## config.mk

```make
export PLATFORM = sky130hd
export DESIGN_NAME = ijtag_keyed_select_reg
export DESIGN_NICKNAME = d
export VERILOG_FILES = /design/src/rtl/ijtag_keyed_select_reg_pkg.sv /design/src/rtl/ijtag_shift_reg.sv /design/src/rtl/ijtag_keyed_select_reg.sv
export SDC_FILE = /design/constraint.sdc
export NUM_CORES = 1
export LEC_CHECK = 0
export ABC_CLOCK_PERIOD_IN_PS = 4000
export CAP_MARGIN = 40
export CORE_MARGIN = 4
export CORE_UTILIZATION = 54
export CTS_CLUSTER_SIZE = 12
export DETAILED_ROUTE_END_ITERATION = 10
export PLACE_DENSITY = 0.89
export SETUP_SLACK_MARGIN = 0.02
export SYNTH_ARGS = -nofsm -noshare
export SYNTH_HDL_FRONTEND = slang
export SYNTH_SLANG_ARGS = --single-unit
```

## constraint.sdc

```tcl
create_clock -name tck -period 4 [get_ports tck]
set_input_delay 0.8 -clock tck [delete_from_list [all_inputs] [get_ports tck]]
set_output_delay 0.8 -clock tck [all_outputs]
set_load 0.02 [all_outputs]
```

## src/rtl/ijtag_keyed_select_reg_pkg.sv

```systemverilog
// ijtag_keyed_select_reg_pkg: shared state encodings for the keyed select register
package ijtag_keyed_select_reg_pkg;
  typedef enum logic [1:0] {
    ST_UNSEL  = 2'd0,
    ST_SEL    = 2'd1,
    ST_LOCKED = 2'd2
  } state_t;
endpackage

```

## src/rtl/ijtag_shift_reg.sv

```systemverilog
// ijtag_shift_reg: capture/shift register, parallel load, serial tdi->tdo (LSB out), parallel out
//   tck, trst_n : clock, async active-low reset
//   en          : segment select, gates load and shift
//   load, pin   : parallel capture (priority over shift)
//   shift, tdi  : shift one bit toward tdo
//   tdo, sr     : serial out (sr[0]) and parallel contents
module ijtag_shift_reg #(
  parameter int W = 11
) (
  input  logic         tck,
  input  logic         trst_n,
  input  logic         en,
  input  logic         load,
  input  logic         shift,
  input  logic [W-1:0] pin,
  input  logic         tdi,
  output logic         tdo,
  output logic [W-1:0] sr
);
  always_ff @(posedge tck or negedge trst_n)
    if (!trst_n) sr <= '0;
    else if (en && load) sr <= pin;
    else if (en && shift) sr <= {tdi, sr[W-1:1]};
  assign tdo = sr[0];
endmodule

```

## src/rtl/ijtag_keyed_select_reg.sv

```systemverilog
// ijtag_keyed_select_reg: key-protected IJTAG select register driving a segment select decoder
//   tck, trst_n                   : test clock, async active-low reset
//   select, capture_en, shift_en,
//   update_en, tdi, tdo           : IJTAG segment access (capture > shift > update)
//   sel_addr, sel_valid           : committed in-range address and its valid flag
//   fail_cnt, locked              : wrong-key count and permanent lock until trst_n
module ijtag_keyed_select_reg
  import ijtag_keyed_select_reg_pkg::*;
#(
  parameter int               SEL_W    = 3,
  parameter int               NUM_OUT  = 4,
  parameter int               KEY_W    = 8,
  parameter logic [KEY_W-1:0] KEY      = 8'hA5,
  parameter int               MAX_FAIL = 3
) (
  input  logic                            tck,
  input  logic                            trst_n,
  input  logic                            select,
  input  logic                            capture_en,
  input  logic                            shift_en,
  input  logic                            update_en,
  input  logic                            tdi,
  output logic                            tdo,
  output logic [SEL_W-1:0]                sel_addr,
  output logic                            sel_valid,
  output logic [$clog2(MAX_FAIL+1)-1:0]   fail_cnt,
  output logic                            locked
);
  localparam int W      = KEY_W + SEL_W;
  localparam int FAIL_W = $clog2(MAX_FAIL + 1);
  state_t state, nxt;
  logic [W-1:0] sr, pin;
  logic [FAIL_W-1:0] fail_nxt;
  logic key_ok, in_rng, act;
  ijtag_shift_reg #(.W(W)) u_sr (
    .tck(tck), .trst_n(trst_n), .en(select), .load(capture_en), .shift(shift_en),
    .pin(pin), .tdi(tdi), .tdo(tdo), .sr(sr)
  );
  // Capture image: {locked, zeros, fail_cnt, sel_addr}
  always_comb begin
    pin = '0;
    pin[SEL_W-1:0] = sel_addr;
    pin[SEL_W +: FAIL_W] = fail_cnt;
    pin[W-1] = locked;
  end
  assign key_ok   = sr[W-1:SEL_W] == KEY;
  assign in_rng   = {1'b0, sr[SEL_W-1:0]} < (SEL_W+1)'(NUM_OUT);
  assign act      = select && update_en && !capture_en && !shift_en && state != ST_LOCKED;
  assign fail_nxt = fail_cnt + 1'b1;
  always_comb begin
    nxt = state;
    nxt = !act ? state :
          key_ok ? (in_rng ? ST_SEL : ST_UNSEL) :
          fail_nxt == FAIL_W'(MAX_FAIL) ? ST_LOCKED : ST_UNSEL;
  end
  // fail_cnt cannot pass MAX_FAIL: reaching it locks the register and stops updates
  always_ff @(posedge tck or negedge trst_n)
    if (!trst_n) begin
      state    <= ST_UNSEL;
      sel_addr <= '0;
      fail_cnt <= '0;
    end else begin
      state <= nxt;
      if (act && key_ok && in_rng) sel_addr <= sr[SEL_W-1:0];
      if (act) fail_cnt <= key_ok ? (in_rng ? '0 : fail_cnt) : fail_nxt;
    end
  assign sel_valid = state == ST_SEL;
  assign locked    = state == ST_LOCKED;
endmodule

```

## Word-level counts from Yosys, hierarchy flattened

Cells that the tools add are included.

| cells by class | value |
|---|---|
| reductions and logical operators | 12 |
| $add $sub $neg | 1 |
| order comparisons | 1 |
| eq/ne operators | 6 |
| mux-type cells | 7 |

Operator list:

| cell | number |
|---|---|
| $mux W11 | 2 |
| $eq A8 B8 Y1 const B | 1 |
| $logic_and A1 B1 Y1 | 8 |
| $mux W2 | 4 |
| $eq A2 B2 Y1 const B | 2 |
| $lt A3 B3 Y1 const B | 1 |
| $add A2 B1 Y2 const B | 1 |
| $eq A2 B1 Y1 const B | 1 |
| $logic_not A1 Y1 | 2 |
| $ne A2 B1 Y1 const B | 1 |
| $ne A2 B2 Y1 const B | 1 |
| $reduce_and A2 Y1 | 1 |
| $reduce_bool A2 Y1 | 1 |
| $mux W1 | 1 |

| word-level totals | value |
|---|---|
| register bits | 18 |
| bits of input ports | 7 |
| output and inout port bits | 8 |

## Longest topological paths before layout

Gate-level depths: netlist of run 1.

| logic depth | value |
|---|---|
| word-level depth | 6 |
| depth in mapped cells | 5 |
| depth with buffers taken out | 4 |

## By module

A second synthesis of run 1 with hierarchy kept.

| unflattened totals | value |
|---|---|
| cell total of the unflattened synthesis | 94 |
| area, all modules | 1048.5 um^2 |

Modules (own cells, without submodules):

| module | cells each | times used | seq. area each (um^2) | area each (um^2) |
|---|---|---|---|---|
| ijtag_shift_reg | 64 | 1 | 275.3 | 691.9 |
| ijtag_keyed_select_reg | 30 | 1 | 175.2 | 356.6 |

## Worst setup path before layout of run 1

Ideal clock, no wire load.

| path | value |
|---|---|
| path type | input -> register |
| start | in capture_en |
| end | reg sel_addr[0] |
| slack | 1.894 ns |
| arrival | 1.981 ns |
| cell stages on the path | 5 |
| data required time | 3.875 ns |
| cell sequence | buf_6 > nand4bb_4 > or2_4 > or3_4 > mux2_4 |

| between the ends | value |
|---|---|
| longest elaborated chain between the ends | 6 |

Ends and longest elaborated chain:

| item | RTL line | text |
|---|---|---|
| from (decl) | ijtag_keyed_select_reg.sv:19 | `input logic capture_en,` |
| $logic_not A1 Y1 | ijtag_keyed_select_reg.sv:48 | `assign act = select && update_en && !capture_en && !shift_en && state != ST_LOCKED;` |
| $logic_and A1 B1 Y1 (3 in a row) | ijtag_keyed_select_reg.sv:48 |  |
| $logic_and A1 B1 Y1 (2 in a row) | ijtag_keyed_select_reg.sv:64 | `if (act && key_ok && in_rng) sel_addr <= sr[SEL_W-1:0];` |
| to (signal assigned) | ijtag_keyed_select_reg.sv:64 |  |
| to (decl) | ijtag_keyed_select_reg.sv:24 | `output logic [SEL_W-1:0] sel_addr,` |

No other way between the ends.
A chain may end at the register's enable or synchronous reset.

## Worst setup path in the final report of run 1

Ends and elaborated chain as after synthesis.

==> results of run 1 <==
==> power by group <==
part	internal (mW)	switching (mW)
logic	0.0660	0.0551
clock network	0.0350	0.0508
registers	0.207	0.0224
total	0.308	0.128
==> registers in the layout, summed over array words and instances (netlist names) <==
register,flops
u_sr.sr,11
sel_addr,3
fail_cnt,2
state,2
==> synth_stat cells, drive strengths merged <==
master	n
nand4bb	1
o2bb2ai	1
dfrtp	18
a31oi	1
o21ai	1
inv	3
or2	1
nand2b	1
buf	2
o22a	1
o22ai	1
nand2	1
ha	1
nor2b	2
and2	2
and4bb	1
mux2	2
mux2i	1
nor4bb	1
or3	1
a22o	17
nor2	2
and2b	1
clkbuf	1
==> through the flow <==
| stage | hold slack (ns) | cell area (um2) | cells | setup WS (ns) |
|---|---|---|---|---|
| after floorplan | 0.471 | 852 | 64 | 1.89 |
| after global placement | 0.496 | 997 | 92 | 1.34 |
| after detailed placement | 0.490 | 997 | 92 | 1.30 |
| after CTS | 0.515 | 1020 | 95 | 1.61 |
| after global routing | 0.549 | 1020 | 95 | 1.55 |
| final | 0.512 | 1020 | 95 | 1.60 |
==> cell type report <==
class / instances / area [um2] / share of cell area (%)
clock buffers: 3 / 22.5 / 2.21
repair buffers: 15 / 148 / 14.5
flip-flops and latches: 18 / 450 / 44.2
multi-input cells: 40 / 368 / 36.1
well taps: 16 / 20.0 / 1.96
inverters: 3 / 11.3 / 1.10
==> path summary, 6_finish.rpt <==
kind | start | end | slack (ns) | cells after the start
setup reg to reg | u_sr.sr[4]$_DFFE_PN0P_ | sel_addr[0]$_DFFE_PN0P_ | 2.24 | 4
setup / recovery | capture_en | sel_addr[0]$_DFFE_PN0P_ | 1.60 | 5
min in group asynchronous | trst_n | u_sr.sr[2]$_DFFE_PN0P_ | 0.95 | 1
max in group asynchronous | trst_n | fail_cnt[1]$_DFFE_PN0P_ | 2.56 | 1
hold / removal | state[0]$_DFFE_PN0P_ | state[0]$_DFFE_PN0P_ | 0.51 | 1
hold reg to reg | state[0]$_DFFE_PN0P_ | state[0]$_DFFE_PN0P_ | 0.51 | 1
==> routing by layer <==
layer	wire length (um)	track usage (%)	vias to the layer above
met5	0	0	-
met4	10	6.45	0
met3	87	4.14	2
met2	799	28.8	15
met1	719	23.2	282
li1	-	-	272
==> kinds of logic after synthesis <==
family          synth area share [%]
compound gates                  22.6
simple gates                    14.4
buf+inv                         3.96
fa+ha+maj                       1.47
flops                           52.9
mux                             4.70
==> worst max-delay path, delay by kind of cell <==
kind,cells,cell delay (ns)
simple gates,3,0.90
mux,1,0.31
buf+inv,1,0.57
==> flow_summary.yaml, run 1 <==
yosys:
  synth_seq_area_share_pct: 52.9
  yosysWarnings: 0
  ys_types: 27
  syn_area_um2: 852
  synth_top_area_cell: "dfrtp_1"
  ys_ff_latch: 18
  synth.top_cell.area_share_pct: 52.9
  synth_fp_nets: 72
  synthCells: 64
  ys_top_cells_by_area: "dfrtp_1, a22o_1, a22o_2"
  syn-mean-instance-area_um2: 13.3
clock_network:
  cts.path.max_buffers: 2
  clkSinkCount: 18
  cts_post_setup_buffers_inserted: 0
  cts_made_buffers: 3
  cts_resized: 0
  clock_latency_ns: 0.28
  cts_tree: "yes"
  cts_htree_levels: 1
  clkTransAtPathRegs_ns: 0.09
  clockRootBuffer: "clkbuf_4"
  postCtsHoldBufs: 0
worst_setup_path:
  required_ns: 4.18
  cp_slowest_cell: "clkdlybuf4s50_1"
  critPathArrivalTime_ns: 2.58
  critPathKind: "in2reg"
  worst-path-max-fanout: 9
  cpPeakStageDelay_ns: 0.57
  end_kind: "register"
  crit_chain: "clkdlybuf4s50_1, nand4bb_4, or2_4, or3_4, mux2_4"
  startpoint_type: "primary input"
sta:
  max_slew_margin_pct: 48.6
  skew_ns: 0.00300
  fmax_mhz: 416
  grt_setup_unrepaired: "no"
  fin_crit_ns: 2.40
  setup_viol: 0
  tns_ns: 0
  tightest_slew_ns: 0.768
  hold_violations: 0
  drv_slew: 0
  period_share_pct: 60.0
floorplan:
  coreArea_um2: 1510
  io_pins: 15
  fp-row-count: 14
  die_h_um: 47.7
  dieArea_um2: 2280
  start_util_pct: 56.6
  die_w_um: 47.7
drt:
  drcViolationCount: 0
  drtIter0Drc: 14
  vias: 571
  wirelength_um: 1620
  drtPass1Iterations: 4
  ant_nets: 0
  avgRoutedWirePerCell_um: 17.0
  viasPerCell: 6.01
outcome:
  status: "finished, final reports clean"
cells_and_area:
  final_util_pct: 67.7
  antenna_cells: 0
  nFillCells: 112
  layout_common_cells: "dfrtp_1, clkdlybuf4s50_1, a22o_1, a22o_2"
  drive_gt1_share_pct: 24.1
  final_nets: 89
  layout_commonest_cell: "dfrtp_1"
  area_growth_pct: 19.7
min_path:
  hp-class: "reg2reg"
place:
  portBuffers: 14
  place.detailed.hpwl_um: 1220
  routabilityCongestion: 0.818
power_and_ir_drop:
  power_mw: 0.436
  p_leak_nw: 0.468
  ir_drop_uv: 235
  powerDensity_nw_per_um2: 427
global_routing:
  grt_usage_pct: 17.8
  grt_max_degree: 19
  grt_overflow: 0
  antenna_found_initial: 0
  grt_pass1_vias: 597
  grt_pass1_wl_um: 2790
flow_run:
  cap_viol_max_count: 0
No activity file was read; power rests on OpenSTA's default activity.
==> inputs of run 2 (changes only) <==
- ABC_CLOCK_PERIOD_IN_PS: 4000 -> 2200
- CORE_UTILIZATION: 54 -> 45
- PLACE_DENSITY: 0.89 -> 0.81
- clock period: 4 -> 2.2 ns (I/O delays scaled with it)
==> flow_summary.yaml, run 2 (synthesis gave the netlist of run 1 again) <==
cells_and_area:
  regMostFlops: "u_sr.sr"
  area_growth_pct: 26.1
  largest_reg_flops: 11
  layout_commonest_cell: "dfrtp_1"
  layout_common_cells: "dfrtp_1, clkdlybuf4s50_1, a22o_1, a22o_2, buf_4"
  ff_latch_area_um2: 450
  drive_gt1_share_pct: 28.6
  antenna_cells: 0
  multiInputGateArea_um2: 368
  top_regs: "u_sr.sr (11), sel_addr (3)"
  nFillCells: 159
  final_nets: 93
worst_setup_path:
  r2r_cells: 4
  critPathArrivalTime_ns: 1.54
  r2r-end: "sel_addr[0]$_DFFE_PN0P_"
  required_ns: 1.76
  startpoint_type: "register"
  endpoint: "locked"
  worst-path-max-fanout: 3
  end_kind: "primary output"
  r2r-start: "u_sr.sr[4]$_DFFE_PN0P_"
  startpoint: "state[0]$_DFFE_PN0P_"
  reg2reg_slack_ns: 0.42
  critPathKind: "reg2out"
clock_network:
  cts_post_setup_buffers_inserted: 0
  clkTransAtPathRegs_ns: 0.10
  postCtsHoldBufs: 0
  cts_resized: 0
  clockRootBuffer: "clkbuf_4"
  cts_made_buffers: 3
  clock_latency_ns: 0.30
  cts_htree_levels: 1
  clkSinkCount: 18
  cts.path.max_buffers: 2
  cts_tree: "yes"
sta:
  tightest_slew_ns: 0.377
  period_share_pct: 90.0
  whs_ns: 0.461
  grt_setup_unrepaired: "no"
  fin_ws_ns: 0.220
  fin_crit_ns: 1.98
  hold_violations: 0
  drv_slew: 0
  skew_ns: 0.00554
  fmax_mhz: 505
  tns_ns: 0
  max_slew_margin_pct: 74.5
  setup_viol: 0
place:
  routabilityCongestion: 0.734
  pre_cts_ws_ns: 0.0285
  portBuffers: 14
  place.detailed.hpwl_um: 1220
drt:
  viasPerCell: 5.39
  drtPass1Iterations: 4
  ant_nets: 0
  wirelength_um: 1670
  drcViolationCount: 0
  vias: 588
  drtIter0Drc: 8
  avgRoutedWirePerCell_um: 15.3
floorplan:
  io_pins: 15
  die_h_um: 51.5
  fp-row-count: 15
  die_w_um: 51.5
  start_util_pct: 48.3
  dieArea_um2: 2650
  coreArea_um2: 1760
global_routing:
  antenna_found_initial: 0
  grt_max_degree: 19
  grt_usage_pct: 15.3
  grt_pass1_wl_um: 2930
  grt_overflow: 0
  grt_pass1_vias: 648
power_and_ir_drop:
  p_leak_nw: 0.495
  switching_share_pct: 28.9
  p_int_mw: 0.602
  power_frac_seq_pct: 49.2
  power_mw: 0.846
  p_switching_mw: 0.244
  pwr-share-clk_pct: 24.1
  powerDensity_nw_per_um2: 787
  power_frac_comb_pct: 26.7
  ir_drop_uv: 570
min_path:
  hp-class: "in2async"
flow_run:
  cap_viol_max_count: 0
outcome:
  status: "finished, final reports clean"
## run 2: power groups by stage
stage                     Clock [mW]  Sequential, mW  Combinational [mW]
final                          0.204           0.416               0.226
after global routing           0.232           0.423               0.247
after CTS                      0.215           0.416               0.228
after detailed placement           0           0.422               0.225
after global placement             0           0.421               0.224
after floorplan                    0           0.431               0.119
## run 2: worst max-delay path: stages (launching register included)
cell	delay (ns)
dfrtp_1	0.40
and2b_2	0.24
clkdlybuf4s50_1	0.60
## run 2: how the worst min path moves through the flow
stage                                 startpoint                 endpoint  depth (start not counted)
after global routing                      trst_n  sel_addr[2]$_DFFE_PN0P_                          2
after global placement    u_sr.sr[9]$_DFFE_PN0P_   u_sr.sr[9]$_DFFE_PN0P_                          1
final                                     trst_n  sel_addr[2]$_DFFE_PN0P_                          2
after detailed placement  u_sr.sr[9]$_DFFE_PN0P_   u_sr.sr[9]$_DFFE_PN0P_                          1
after CTS                                 trst_n  sel_addr[2]$_DFFE_PN0P_                          2
after floorplan                           trst_n  fail_cnt[0]$_DFFE_PN0P_                          0
## run 2: layout make-up
class                   instances  share of cell area [%]
well taps                      25                    2.91
flip-flops and latches         18                    41.9
clock buffers                   4                    3.38
inverters                       3                    1.05
multi-input cells              40                    34.2
repair buffers                 19                    16.5
## run 2: through the flow
| step | util (%) | cells | instance area, um2 |
|---|---|---|---|
| after global placement | 58.9 | 105 | 1040 |
| final | 60.9 | 109 | 1070 |
| after CTS | 60.9 | 109 | 1070 |
| after floorplan | - | 64 | 852 |
| after global routing | 60.9 | 109 | 1070 |
| after detailed placement | 58.9 | 105 | 1040 |
## run 2: metal layers
layer  wire length, um  share of wire, %  GRT usage (%)
met5                 0                 0              0
met1               792                47           18.7
met4                29               1.7           6.55
met3                58               3.5           5.16
met2               787                47           24.4
==> inputs of run 3 (changes only) <==
- CTS_CLUSTER_DIAMETER: unset -> 80
- SKIP_LAST_GASP: unset -> 1
==> results of run 3 <==
The final DEF is identical to that of run 2; final timing and power are the same.
